## src/rtl/melody_sequencer.sv

```systemverilog
// melody_sequencer: 16-step pattern player driving a tone generator.
// A small register file holds the melody; each step lasts a latched number of
// clocks, then advances, wraps (loop_en) or finishes with a done pulse.
// Optional feature: define MELODY_SEQ_GAP_EN to add an articulation gap
// (note_on low for the final GAP_CYCLES clocks of each sounding step).
module melody_sequencer #(
  parameter int STEPS      = 16,
  parameter int TEMPO_W    = 24,
  parameter int GAP_CYCLES = 50000
) (
  input  logic               clk,
  input  logic               rst,
  input  logic               wr_en,
  input  logic [3:0]         wr_addr,
  input  logic [7:0]         wr_data,
  output logic               wr_ready,
  input  logic               start,
  input  logic               stop,
  input  logic               loop_en,
  input  logic [TEMPO_W-1:0] step_period,
  output logic [3:0]         note_sel,
  output logic [1:0]         octave_sel,
  output logic               note_on,
  output logic [3:0]         step_idx,
  output logic               step_strobe,
  output logic               busy,
  output logic               done
);

  localparam int AW = (STEPS > 1) ? $clog2(STEPS) : 1;

`ifdef MELODY_SEQ_GAP_EN
  localparam bit GAP_ON = 1'b1;
`else
  localparam bit GAP_ON = 1'b0;
`endif

  localparam logic [TEMPO_W-1:0] GAP_LEN = TEMPO_W'(GAP_CYCLES);

  typedef enum logic [1:0] {IDLE, PLAY, GAP} state_t;

  state_t             state, state_nx;
  logic [7:0]         mem [STEPS];
  logic [TEMPO_W-1:0] cnt, limit;
  logic [AW-1:0]      idx, ld_idx;
  logic               cur_last, cur_sound;
  logic               final_cyc, wrap_cond;
  logic               load_step, go_idle, stop_idle, gap_enter;
  logic [7:0]         ld_word;

  assign busy      = (state != IDLE);
  assign step_idx  = 4'(idx);
  assign final_cyc = (cnt == limit - TEMPO_W'(1));
  assign wrap_cond = cur_last || (idx == AW'(STEPS - 1));
  assign ld_word   = mem[ld_idx];

  // Next-state and step-load decisions; stop beats start, start beats boundary.
  always_comb begin
    state_nx  = state;
    load_step = 1'b0;
    ld_idx    = '0;
    go_idle   = 1'b0;
    stop_idle = 1'b0;
    gap_enter = 1'b0;
    if (busy && stop) begin
      state_nx  = IDLE;
      stop_idle = 1'b1;
    end else if (start) begin
      state_nx  = PLAY;
      load_step = 1'b1;
    end else if (busy && final_cyc) begin
      if (wrap_cond && !loop_en) begin
        state_nx = IDLE;
        go_idle  = 1'b1;
      end else begin
        state_nx  = PLAY;
        load_step = 1'b1;
        ld_idx    = wrap_cond ? '0 : idx + 1'b1;
      end
    end else if (GAP_ON && state == PLAY && cur_sound && limit > GAP_LEN &&
                 cnt == limit - GAP_LEN - TEMPO_W'(1)) begin
      // Entering GAP here leaves exactly GAP_CYCLES cycles before the boundary.
      state_nx  = GAP;
      gap_enter = 1'b1;
    end
  end

  // State, pattern memory and registered tone-generator outputs.
  always_ff @(posedge clk) begin
    if (rst) begin
      state       <= IDLE;
      for (int i = 0; i < STEPS; i++) mem[i] <= '0;
      cnt         <= '0;
      limit       <= TEMPO_W'(1);
      idx         <= '0;
      cur_last    <= 1'b0;
      cur_sound   <= 1'b0;
      note_sel    <= '0;
      octave_sel  <= '0;
      note_on     <= 1'b0;
      step_strobe <= 1'b0;
      done        <= 1'b0;
      wr_ready    <= 1'b1;
    end else begin
      if (wr_en && wr_ready) mem[wr_addr[AW-1:0]] <= wr_data;
      state       <= state_nx;
      step_strobe <= load_step;
      done        <= go_idle;
      // Stays low through the cycle busy falls, back high one cycle later.
      wr_ready    <= (state == IDLE) && (state_nx == IDLE);
      if (load_step) begin
        note_sel   <= ld_word[3:0];
        octave_sel <= ld_word[5:4];
        note_on    <= ld_word[6];
        cur_sound  <= ld_word[6];
        cur_last   <= ld_word[7];
        idx        <= ld_idx;
        cnt        <= '0;
        limit      <= (step_period == '0) ? TEMPO_W'(1) : step_period;
      end else if (busy) begin
        cnt <= cnt + TEMPO_W'(1);
      end
      if (go_idle || stop_idle || gap_enter) note_on <= 1'b0;
      if (stop_idle) idx <= '0;
    end
  end

endmodule

```

## config.mk

```make
export PLATFORM = sky130hd
export DESIGN_NAME = melody_sequencer
export DESIGN_NICKNAME = d
export VERILOG_FILES = /design/src/rtl/melody_sequencer.sv
export SDC_FILE = /design/constraint.sdc
export NUM_CORES = 1
export LEC_CHECK = 0
export BUFFER_PORTS_ARGS = -buffer_cell sky130_fd_sc_hd__clkbuf_2
export CAP_MARGIN = 25
export CORE_ASPECT_RATIO = 1.1
export CORE_MARGIN = 2
export CORE_UTILIZATION = 53
export CTS_BUF_LIST = sky130_fd_sc_hd__clkbuf_4 sky130_fd_sc_hd__clkbuf_8
export DETAILED_ROUTE_END_ITERATION = 10
export GPL_TIMING_DRIVEN = 0
export PLACE_DENSITY = 0.75
export SLEW_MARGIN = 5
export SYNTH_ARGS = -nofsm -noshare
export SYNTH_HDL_FRONTEND = slang
export SYNTH_SLANG_ARGS = --single-unit
```

## constraint.sdc

```tcl
create_clock -name clk -period 6.08 [get_ports clk]
set_input_delay 1.216 -clock clk [delete_from_list [all_inputs] [get_ports clk]]
set_output_delay 1.216 -clock clk [all_outputs]
set_load 0.02 [all_outputs]
```

-- Word level (Yosys, flattened, before mapping)
Memories as Yosys holds them, arrays and structs flattened.
Cells that the tools add are included.
- input port bits: 42
- memories: 1
- output and inout bits: 15
- bits in writable memories: 128
- register bits: 65
- multiplexer cells: 27
- eq/ne operators: 2
- add/sub/neg operators: 3
- reduce and logical (&&, ||, !) cells: 16
- memories (memory ; depth ; bits a word ; read ports ; clocked after memory_dff ; write ports ; RTL line ; text):
    mem ; 16 ; 8 ; 1 ; 0 ; 16 ; 43 ; logic [7:0] mem [STEPS];
- operator list (kind ; count):
    $add A24 B1 Y24 const B ; 1
    $eq A24 B24 Y1 ; 1
    $logic_not A24 Y1 ; 1
    $mux W24 ; 1
    $mux W4 ; 6
    $sub A24 B1 Y24 const B ; 1
    $mux W1 ; 16
    $mux W8 ; 1
    $reduce_or A8 Y1 ; 1
    $mux W2 ; 3
    $reduce_or A2 Y1 ; 3
    $logic_and A1 B1 Y1 ; 5
    $add A4 B1 Y4 const B ; 1
    $eq A4 B4 Y1 const B ; 1
    $logic_not A2 Y1 ; 2
    $logic_or A1 B1 Y1 ; 2
    $reduce_bool A2 Y1 ; 1
    $logic_not A1 Y1 ; 1

-- Logic depth before layout (Yosys ltp)
- depth after elaboration: 9
- mapped depth: 13

-- Worst setup path after synthesis
No wires, ideal clock.
- path kind: reg2reg
- from: register limit[16]
- to: register note_sel[1]
- data arrival time: 3.398 ns
- cell stages (with the launch flop): 12
- path buffers: 2
- setup slack: 2.564 ns
- setup time: 0.118 ns
- path through: dfxtp_1 buf_6 or4_4 or3b_4 a2111oi_4 o22ai_2 nor4_4 nand4_4 buf_6 or4_1 o2111ai_1 o21ai_2
- word-level cells in the longest chain between the ends: 7
- elaborated cells between the ends (all ways): 10
- those cells by class: add/sub: 1; eq/ne: 1; mux: 6; reduce/logical: 1; memory: 1
- ends and longest elaborated chain (element ; RTL line ; text):
    start: declaration ; 44 ; logic [TEMPO_W-1:0] cnt, limit;
    start signal: assignment ; 119 ; limit <= (step_period == '0) ? TEMPO_W'(1) : step_period;
    $sub A24 B1 Y24 * ; 53 ; assign final_cyc = (cnt == limit - TEMPO_W'(1));
    $eq A24 B24 Y1 * ; 53 ;
    $logic_and A1 B1 Y1 * ; 71 ; end else if (busy && final_cyc) begin
    $mux W4 ; 71 ;
    $mux W4 ; 68 ; end else if (start) begin
    $mux W4 ; 65 ; if (busy && stop) begin
    $mem_v2 Z16 W8 ; -- ;
    end signal: assignment ; 112 ; note_sel <= ld_word[3:0];
    end: declaration ; 21 ; output logic [3:0] note_sel,
Mark *: on every way between the ends. The rest lies on a longest branch, timed or not.
A chain may end at the register's enable or synchronous reset.

-- Worst setup path in the final report
- from: register limit[0]
- to: register note_sel[1]
The elaborated chain is that of the path after synthesis.

==> impl_metrics.tcl <==
set metrics [dict create \
    path_clk_slew_ns 0.10 \
    cts_made_buffers 17 \
    grt_use_total_pct 25.2 \
    crit_required_ns 6.49 \
    path_class "reg -> reg" \
    placed_area_sq_um 10200 \
    ys_ff_latch 193 \
    setup_tns_ns 0 \
    synth.most_common_cell "and2_1" \
    maxCapViolCount 0 \
    cp.arrival_ns 4.77 \
    area_delta_synth_final_pct 9.91 \
    final_antenna_net_count 0 \
    root_buffer "clkbuf_8" \
    hold_viol 0 \
    n_antenna_cell 0 \
    status "finished clean" \
    use_met1_pct 31.5 \
    syn_inst 845 \
    fmax_mhz 229 \
    hold_buffers 0 \
    yosys.area.top_type "edfxtp_1" \
    reg2reg_depth 11 \
    n_fill_cell 1539 \
    use_met3_pct 3.70 \
    path_depth 11 \
    postLayoutCellArea_sq_um 10600 \
    worstMarginPinSlew_ns 0.962 \
    dieArea_sq_um 19200 \
    synth_nets 890 \
    path_buf_inv 1 \
    yosysWarnings 0 \
    holdPathStages 2 \
    grt_overflow 0 \
    cpLargestDelayFamily "simple AND/OR/NAND/NOR gates" \
    synth_top_area_share_pct 40.0 \
    io_buffers 56 \
    skew_ns 0.0106 \
    grt_pass1_vias 6555 \
    wl_per_cell_um 20.2 \
    drt-initial-drc-count 674 \
    yosys.area_share.simple_pct 23.2 \
    setup_violations 0 \
    slew_violations 0 \
    syn_area_sq_um 9610 \
    rsz0062_at_grt "no" \
    routed_wl_mm 23.6 \
    synth-compound-area-share_pct 10.3 \
    p_per_area_nw_per_um2 239 \
    dieWidth_um 132 \
    place_congestion 0.925 \
    synth-main-ff-cell "edfxtp_1" \
    grt_busiest_layer "met2" \
    grt_max_degree 18 \
    yosys.area_share.xor_xnor_pct 5.10 \
    period_share_pct 71.7 \
    rows 51 \
    antenna_found_initial 0 \
    slowest_delay_ns 0.77 \
    hpwl_mm 17.6 \
    yosysSeqAreaShare_pct 53.5 \
    clockBufferDepth 2 \
    synth_area_leaders "edfxtp_1 (40%), dfxtp_1 (14%), and2_1 (8.4%)" \
    crit_fanout 7 \
    synth_top_family_by_area "simple AND/OR/NAND/NOR gates" \
    startpoint_type "flip-flop" \
    clock-sinks 193 \
    die_h_um 145 \
    initial_utilization_pct 54.2 \
    max_slew_margin_pct 35.4 \
    fin_cells 1170 \
    cts_tree "yes" \
    htreeDepth 4 \
    avgSynthCellArea_sq_um 11.4 \
    synthAdderAreaFrac_pct 0.391 \
    post_cts.repair.setup_buffers 0 \
    io_pins 57 \
    synth_edf_count 128 \
    dr.pass1.iters 5 \
    num_vias 6792 \
    muxShareOfSynthArea_pct 4.60 \
    drc_errors 0 \
    slowest_stage "nor4_2" \
    leakagePower_uw 0.00382 \
    layout.nets 965 \
    grtUsageMet2_pct 44.7 \
    worstPathCellList "inv_1, ha_1, nor4b_1, nand3_1, or3_1, xnor2_1, nor4_2, nand4_1, a21oi_1, o2111ai_1, o21ai_2" \
    ir_drop_v 0.000143 \
    drive_gt1_share_pct 18.3 \
    synthArstFlopShare_pct 0 \
    core_area_sq_um 17700 \
    cts-resized-gates 0 \
    clk_latency_ns 0.48 \
    grt_pass1_wl_mm 36.8 \
    viasPerCell 5.81 \
    critPathCaptureType "flip-flop" \
    holdCritPathClass "reg -> reg" \
    synth_commonest_cells "and2_1 (129), edfxtp_1 (128), nor2_1 (79), dfxtp_1 (65), nand2_1 (43)" \
    placed_cells 1139 \
    synth_cell_types 80 \
    period_needed_ns 4.36 \
]
## layer usage
| metal | wire length (um) | part of all wire, % |
|---|---|---|
| met5 | 0 | 0 |
| met2 | 12200 | 52 |
| met1 | 9560 | 40 |
| met4 | 607 | 2.6 |
| met3 | 1230 | 5.2 |
## registers in the layout, indices dropped and copies added, names as in the netlist
name and count:
step_strobe 1, octave_sel 2, note_sel 4, step_idx 4
limit 24, wr_ready 1, cur_last 1, mem 128
done 1, note_on 1, cnt 24, state 2
## worst paths after layout
path	from	to	slack, ns
worst max register to register	limit[0]	note_sel[1]	1.72
worst min-delay path	state[0]	state[0]	0.46
worst min register to register	state[0]	state[0]	0.46
worst max-delay path	limit[0]	note_sel[1]	1.72
## cell type report
cell class / count / area, sq um / area share (%)
plain buffers: 43 / 260 / 2.46
clock buffers: 19 / 249 / 2.36
clock inverters: 12 / 125 / 1.18
inverters: 5 / 18.8 / 0.178
multi-input cells: 604 / 4190 / 39.6
flip-flops and latches: 193 / 5140 / 48.7
well taps: 238 / 298 / 2.82
repair buffers: 56 / 280 / 2.65
## report_power, final
group	total (uW)	internal [uW]	switching, uW
Clock	819	341	478
Combinational	242	90.3	152
Sequential	1470	1440	26.3
## worst min-delay path, stage by stage, from the launching register on
cell and delay (ns):
dfxtp_1 0.32, nand2_1 0.05, a21oi_1 0.05
## cells by family after synthesis
| logic type | after synthesis |
|---|---|
| xor+xnor | 56 |
| mux | 28 |
| compound gates | 125 |
| fa+ha+maj | 3 |
| flops | 193 |
| buf+inv | 48 |
| simple gates | 392 |
## layout by cell type (no fill, tap or decap), types with 5 or more instances in the layout
cell         n
or4_1        8
mux2_2       9
o221a_2      6
nand4_1     13
nand2_1     43
or2_2       18
nor3b_1      7
a22o_1      22
nor2_1      79
xor2_1      29
o211ai_1     5
o2111ai_1    6
nor3_1      25
nand3_1     13
a21oi_1     17
o22ai_1      8
and3_1       5
and2_1     129
o21ai_0     12
o31a_1       6
mux4_2      12
xnor2_1     27
clkbuf_2    56
mux2i_1      7
clkbuf_8    20
edfxtp_1   128
a31oi_1      9
dfxtp_1     65
clkbuf_1    31
nor4_1      13
## through the flow
stage | util [%] | power (uW) | setup slack (ns) | hold WS (ns)
after floorplan | - | 1650 | 2.56 | 0.436
after global placement | 57.4 | 1730 | 1.94 | 0.445
after detailed placement | 57.4 | 1730 | 1.85 | 0.447
after CTS | 59.5 | 2530 | 1.79 | 0.460
after global routing | 59.5 | 2610 | 1.45 | 0.512
final | 59.5 | 2530 | 1.72 | 0.460
Note: power is estimated with default switching activity, not from simulation.
